## config.mk

```make
export PLATFORM = sky130hd
export DESIGN_NAME = sekwencer_porownania
export DESIGN_NICKNAME = d
export VERILOG_FILES = /design/src/rtl/arith_pkg.sv /design/src/rtl/porownanie.sv /design/src/rtl/sekwencer_porownania.sv
export SDC_FILE = /design/constraint.sdc
export NUM_CORES = 1
export LEC_CHECK = 0
export CORE_UTILIZATION = 53
export CTS_BUF_LIST = sky130_fd_sc_hd__clkbuf_4
export CTS_CLUSTER_SIZE = 30
export DETAILED_ROUTE_END_ITERATION = 7
export GPL_TIMING_DRIVEN = 0
export PLACE_DENSITY = 0.74
export SYNTH_ARGS = -nofsm -noshare
export SYNTH_HDL_FRONTEND = slang
export SYNTH_SLANG_ARGS = --single-unit
```

## constraint.sdc

```tcl
create_clock -name i_clk -period 2.5 [get_ports i_clk]
set_input_delay 0.375 -clock i_clk [delete_from_list [all_inputs] [get_ports i_clk]]
set_output_delay 0.375 -clock i_clk [all_outputs]
set_load 0.05 [all_outputs]
```

## src/rtl/arith_pkg.sv

```systemverilog
// Shared definitions for the operand sequencer and its comparator.
package arith_pkg;

    // Sequencer phases: waiting for A, waiting for B, sampling the result, presenting it.
    typedef enum logic [1:0] {
        IDLE   = 2'd0,
        WAIT_B = 2'd1,
        CMP    = 2'd2,
        OUT    = 2'd3
    } state_t;

    // Operand tag values carried on i_sel.
    localparam logic SEL_A = 1'b0;
    localparam logic SEL_B = 1'b1;

    // Default operand width shared by the sequencer and the comparator.
    localparam int DEF_BITS = 32;

endpackage

```

## src/rtl/porownanie.sv

```systemverilog
// Combinational unsigned comparator: o_gt = 1 when i_a is strictly greater than i_b.
module porownanie
    import arith_pkg::*;
#(
    parameter int BITS = DEF_BITS
) (
    input  logic [BITS-1:0] i_a,
    input  logic [BITS-1:0] i_b,
    output logic            o_gt
);

    assign o_gt = (i_a > i_b);

endmodule

```

## src/rtl/sekwencer_porownania.sv

```systemverilog
// Operand sequencer around porownanie: collects A then B over a valid/ready bus,
// registers the comparison, offers it on a valid/ready output, counts transfers
// and pulses o_error on out-of-order operand tags.
module sekwencer_porownania
    import arith_pkg::*;
#(
    parameter int BITS     = DEF_BITS,
    parameter int CNT_BITS = 8
) (
    input  logic                i_clk,
    input  logic                i_rst,
    input  logic [BITS-1:0]     i_data,
    input  logic                i_sel,
    input  logic                i_valid,
    output logic                o_ready,
    output logic                o_result,
    output logic                o_valid,
    input  logic                i_ready,
    output logic                o_error,
    output logic [CNT_BITS-1:0] o_count
);

    state_t              r_state;
    state_t              w_state_next;
    logic [BITS-1:0]     r_arg_a;
    logic [BITS-1:0]     r_arg_b;
    logic                r_result;
    logic                r_valid;
    logic                r_error;
    logic [CNT_BITS-1:0] r_count;

    logic w_accept;
    logic w_load_a;
    logic w_load_b;
    logic w_error_next;
    logic w_capture;
    logic w_transfer;
    logic w_gt;

    // Operands stay registered from capture to the next capture, so the
    // comparator inputs are quiet while the result is sampled and held.
    porownanie #(
        .BITS (BITS)
    ) u_porownanie (
        .i_a  (r_arg_a),
        .i_b  (r_arg_b),
        .o_gt (w_gt)
    );

    // Ready is a pure decode of the registered state: no path from i_valid.
    assign o_ready  = (r_state == IDLE) || (r_state == WAIT_B);
    assign w_accept = i_valid & o_ready;

    assign o_result = r_result;
    assign o_valid  = r_valid;
    assign o_error  = r_error;
    assign o_count  = r_count;

    // Next-state and datapath strobes for the operand/result handshake.
    always_comb begin
        w_state_next = r_state;
        w_load_a     = 1'b0;
        w_load_b     = 1'b0;
        w_error_next = 1'b0;
        w_capture    = 1'b0;
        w_transfer   = 1'b0;
        case (r_state)
            IDLE: begin
                if (w_accept) begin
                    if (i_sel == SEL_A) begin
                        w_load_a     = 1'b1;
                        w_state_next = WAIT_B;
                    end else begin
                        // B without a preceding A is dropped.
                        w_error_next = 1'b1;
                    end
                end
            end
            WAIT_B: begin
                if (w_accept) begin
                    if (i_sel == SEL_B) begin
                        w_load_b     = 1'b1;
                        w_state_next = CMP;
                    end else begin
                        // A second A restarts the pair with the newer value.
                        w_load_a     = 1'b1;
                        w_error_next = 1'b1;
                    end
                end
            end
            CMP: begin
                w_capture    = 1'b1;
                w_state_next = OUT;
            end
            OUT: begin
                if (i_ready) begin
                    w_transfer   = 1'b1;
                    w_state_next = IDLE;
                end
            end
            default: w_state_next = IDLE;
        endcase
    end

    // State register; reset abandons any pair in progress.
    always_ff @(posedge i_clk) begin
        if (i_rst) begin
            r_state <= IDLE;
        end else begin
            r_state <= w_state_next;
        end
    end

    // Operand, result, error-pulse and transfer-counter registers.
    always_ff @(posedge i_clk) begin
        if (i_rst) begin
            r_arg_a  <= '0;
            r_arg_b  <= '0;
            r_result <= 1'b0;
            r_valid  <= 1'b0;
            r_error  <= 1'b0;
            r_count  <= '0;
        end else begin
            if (w_load_a) begin
                r_arg_a <= i_data;
            end
            if (w_load_b) begin
                r_arg_b <= i_data;
            end
            r_error <= w_error_next;
            if (w_capture) begin
                r_result <= w_gt;
                r_valid  <= 1'b1;
            end
            if (w_transfer) begin
                r_valid <= 1'b0;
                r_count <= r_count + 1'b1;
            end
        end
    end

endmodule

```

==> impl_metrics.csv <==
group,metric,value,unit
global_routing,use_met1,29.87,%
timing,layout_worst_path_cycle_share,91.57,%
run_status,failing_checks,"design-rule violations",
clock_network,cts_tree,"done",
logic_synthesis,synth_enable_flop_cells,0,
clock_network,clock_sinks,77,
cells_and_area,insertedDiodeCount,0,
cells_and_area,finish.net_count,588,
logic_synthesis,async_reset_ff_share,0,%
power_and_ir_drop,pwr_density_cell,754.2,nW/um^2
routing,route.detailed.vias_per_inst,5.302,
global_routing,antenna_found_initial,0,
timing,drv_slew,0,
timing,tightestPinTransition,552.0,ps
timing,achievable-frequency,0.4368,GHz
power_and_ir_drop,power_report.internal_total,2.145,mW
global_routing,globalRouteMet3Util,4.228,%
power_and_ir_drop,total_power,3.271,mW
clock_network,clock_latency,430,ps
logic_synthesis,syn_area_per_cell,7.924,um^2
floorplan,floorplan.core_area,6459,um^2
power_and_ir_drop,switching_share,34.41,%
worst_setup_path,timing.critical_path.required,2120,ps
logic_synthesis,number_of_nets_in_the_synthesized_netlist,530,
worst_setup_path,startpoint_type,"flip-flop",
power_and_ir_drop,power_switching,1.125,mW
floorplan,placement_rows,29,
global_routing,grt_first_pass_wirelength,13790,um
worst_setup_path,critPathArrivalTime,1910,ps
routing,ant_nets,0,
placed_design,globalplace.congestion,0.7929,
routing,drt_drc_violations_left,4,
floorplan,start_util,55.95,%
placed_design,port_buffers,47,
timing,slew-limit-headroom,63.20,%
cells_and_area,synthToLayoutAreaGrowth,20.01,%
routing,detailedRoute.firstPassIterationCount,8,
routing,average_wire_length_per_cell_after_detail_routing,13.42,um
global_routing,grt_start_max_net_pins,14,
logic_synthesis,netlist_top_cells_area,"sky130_fd_sc_hd__dfxtp_1 (43%), sky130_fd_sc_hd__nand2_1 (14%), sky130_fd_sc_hd__ha_1 (13%)",
run_status,run_status,"finished, violations left",
global_routing,grt_remaining_overflow,0,
worst_setup_path,timing.setup.critical_path_class,"flip-flop to output port",
clock_network,cts_buffer_depth,2,
timing,hold_viol_final,0,
logic_synthesis,post_synthesis_sequential_element_count,77,
min_path,hold_path.class,"input port to flip-flop",
clock_network,cts_post_setup_buffers_inserted,0,
logic_synthesis,yosys_warnings,0,
logic_synthesis,yosysMostFrequentCell,"sky130_fd_sc_hd__nand2_1",
worst_setup_path,maximum_fanout_along_the_worst_path,4,
job,max_cap_violations,0,
power_and_ir_drop,relative_contribution_of_sequential_cells_to_total_power,43.5,%
global_routing,global_route.usage.total,24.10,%
timing,period_minus_slack,2289,ps
timing,worst_hold_slack,390.6,ps
global_routing,globalRouteMet2Util,41.83,%
clock_network,cell_chosen_for_the_clock_root,"sky130_fd_sc_hd__clkbuf_4",
routing,num_vias,3160,
routing,drt_first_iter_violations,110,
timing,unrepaired_setup_endpoints_after_global_routing,"false",
logic_synthesis,post_synth_inst_count,456,
logic_synthesis,synth_top_area_cell,"sky130_fd_sc_hd__dfxtp_1",
power_and_ir_drop,pwr-share-comb,30.6,%
floorplan,design.die.area,7152,um^2
power_and_ir_drop,clockPowerShare,25.9,%
timing,tns,0,ps
global_routing,first_global_vias,3109,
routing,wirelength,7996,um
logic_synthesis,yosys-top-cells-count,"sky130_fd_sc_hd__nand2_1 (133), sky130_fd_sc_hd__a21oi_1 (79), sky130_fd_sc_hd__dfxtp_1 (77)",
floorplan,die_height,84.57,um
logic_synthesis,syn-cell-area,3613,um^2
timing,final.setup_skew,12.04,ps
clock_network,htree_num_levels,3,
logic_synthesis,synth_largest_type_area_fraction,42.66,%
logic_synthesis,yosys_most_used_dff,"sky130_fd_sc_hd__dfxtp_1",
cells_and_area,post_route_cells_drive_above_1_share,5.588,%
floorplan,io_pins,49,
placed_design,hpwlAfterDp,5775,um
global_routing,busiest_metal_layer_after_global_routing,"met2",
logic_synthesis,yosys.cell_types.count,33,
worst_setup_path,cp-end-kind,"output port",
floorplan,die-width,84.57,um
power_and_ir_drop,vdd_drop_max,0.0003907,V
power_and_ir_drop,cellLeakagePower,1.658,nW
timing,finalSetupViolations,0,
logic_synthesis,synth_sequential_area_ratio,42.66,%
clock_network,clk_transition_reported_paths,130,ps
clock_network,tritoncts.num_buffers,9,
-- cell families (layout without fill, tap and decap cells) --
| group | count (synthesis) | after routing | synth area share, % |
|---|---|---|---|
| XOR/XNOR | 5 | 5 | 1.212 |
| buffers and inverters | 60 | 123 | 6.891 |
| AND/OR/NAND/NOR | 178 | 178 | 21.02 |
| AO/OA/AOI/OAI | 96 | 96 | 14.58 |
| flip-flops | 77 | 77 | 42.66 |
| multiplexers | 3 | 3 | 0.8311 |
| adder cells (fa/ha/maj) | 37 | 37 | 12.81 |
-- power by group through the flow --
stage	sequential (mW)	clock [mW]	combinational, mW
6_report	1.42	0.847	1.00
5_1_grt	1.44	0.915	1.12
4_1_cts	1.42	0.859	1.01
3_5_place_dp	1.45	0	1.01
3_3_place_gp	1.44	0	0.983
2_1_floorplan	1.48	0	0.669
-- final cells by class --
type,count,area (um^2)
clock inverters,7,90.09
fillers,590,2122
flip-flops and latches,77,1541
plain buffers,23,110.1
repair buffers,47,469.2
inverters,37,138.9
clock buffers,9,67.56
well taps,77,96.34
multi-input cells,319,1823
-- path summary, 6_finish.rpt --
path / endpoint / start / slack (ps) / cells after the start
worst min-delay path: o_result / i_rst / 390 / 3
worst max register to register: o_result / r_arg_b[31] / 640 / 6
worst max-delay path: o_ready / r_state[0] / 210 / 5
worst min register to register: r_arg_b[23] / r_arg_b[23] / 460 / 2
-- per-stage QoR --
stage / worst slack [ps] / utilization [%] / cells / area, um^2
floorplan: 791.3 / - / 456 / 3613
global placement: 465.7 / 64.72 / 580 / 4180
detailed placement: 402.9 / 64.72 / 580 / 4180
CTS: 191.5 / 67.14 / 596 / 4337
global route: 109.0 / 67.14 / 596 / 4337
finish: 210.7 / 67.14 / 596 / 4337
-- sequential cells by signal, indices dropped and copies added, names as in the netlist --
| signal | count |
|---|---|
| o_count | 8 |
| r_state | 2 |
| o_result | 1 |
| o_error | 1 |
| o_valid | 1 |
| r_arg_b | 32 |
| r_arg_a | 32 |
-- routing by layer --
metal	part of all wire, %	vias to the layer above
met1	47	1457
met3	4.1	10
met4	1.4	0
li1	-	1631
met2	48	62
met5	0	-
-- what timing repair did --
action	in CTS	in global routing
setup endpoints to repair	1	0
resized for setup	1	0
hold buffers	0	0
-- layout by cell type (no fill, tap or decap), types with 4 or more instances in the layout --
cell                              count
sky130_fd_sc_hd__a21o_1               6
sky130_fd_sc_hd__a21oi_1             79
sky130_fd_sc_hd__buf_2                7
sky130_fd_sc_hd__buf_4                4
sky130_fd_sc_hd__clkbuf_1            10
sky130_fd_sc_hd__clkbuf_4             9
sky130_fd_sc_hd__clkdlybuf4s50_1     46
sky130_fd_sc_hd__dfxtp_1             77
sky130_fd_sc_hd__ha_1                37
sky130_fd_sc_hd__inv_1               37
sky130_fd_sc_hd__nand2_1            133
sky130_fd_sc_hd__nand3_1              8
sky130_fd_sc_hd__nand4_1             10
sky130_fd_sc_hd__nor2_1              13
sky130_fd_sc_hd__xor2_1               4
-- critical path, cell delays in order (launching register included) --
cell	delay (ps)
sky130_fd_sc_hd__dfxtp_1	410
sky130_fd_sc_hd__inv_1	90
sky130_fd_sc_hd__ha_1	230
sky130_fd_sc_hd__nor2_1	230
sky130_fd_sc_hd__inv_1	90
sky130_fd_sc_hd__dlygate4sd2_1	430
Power figures use the tool's default switching activity.
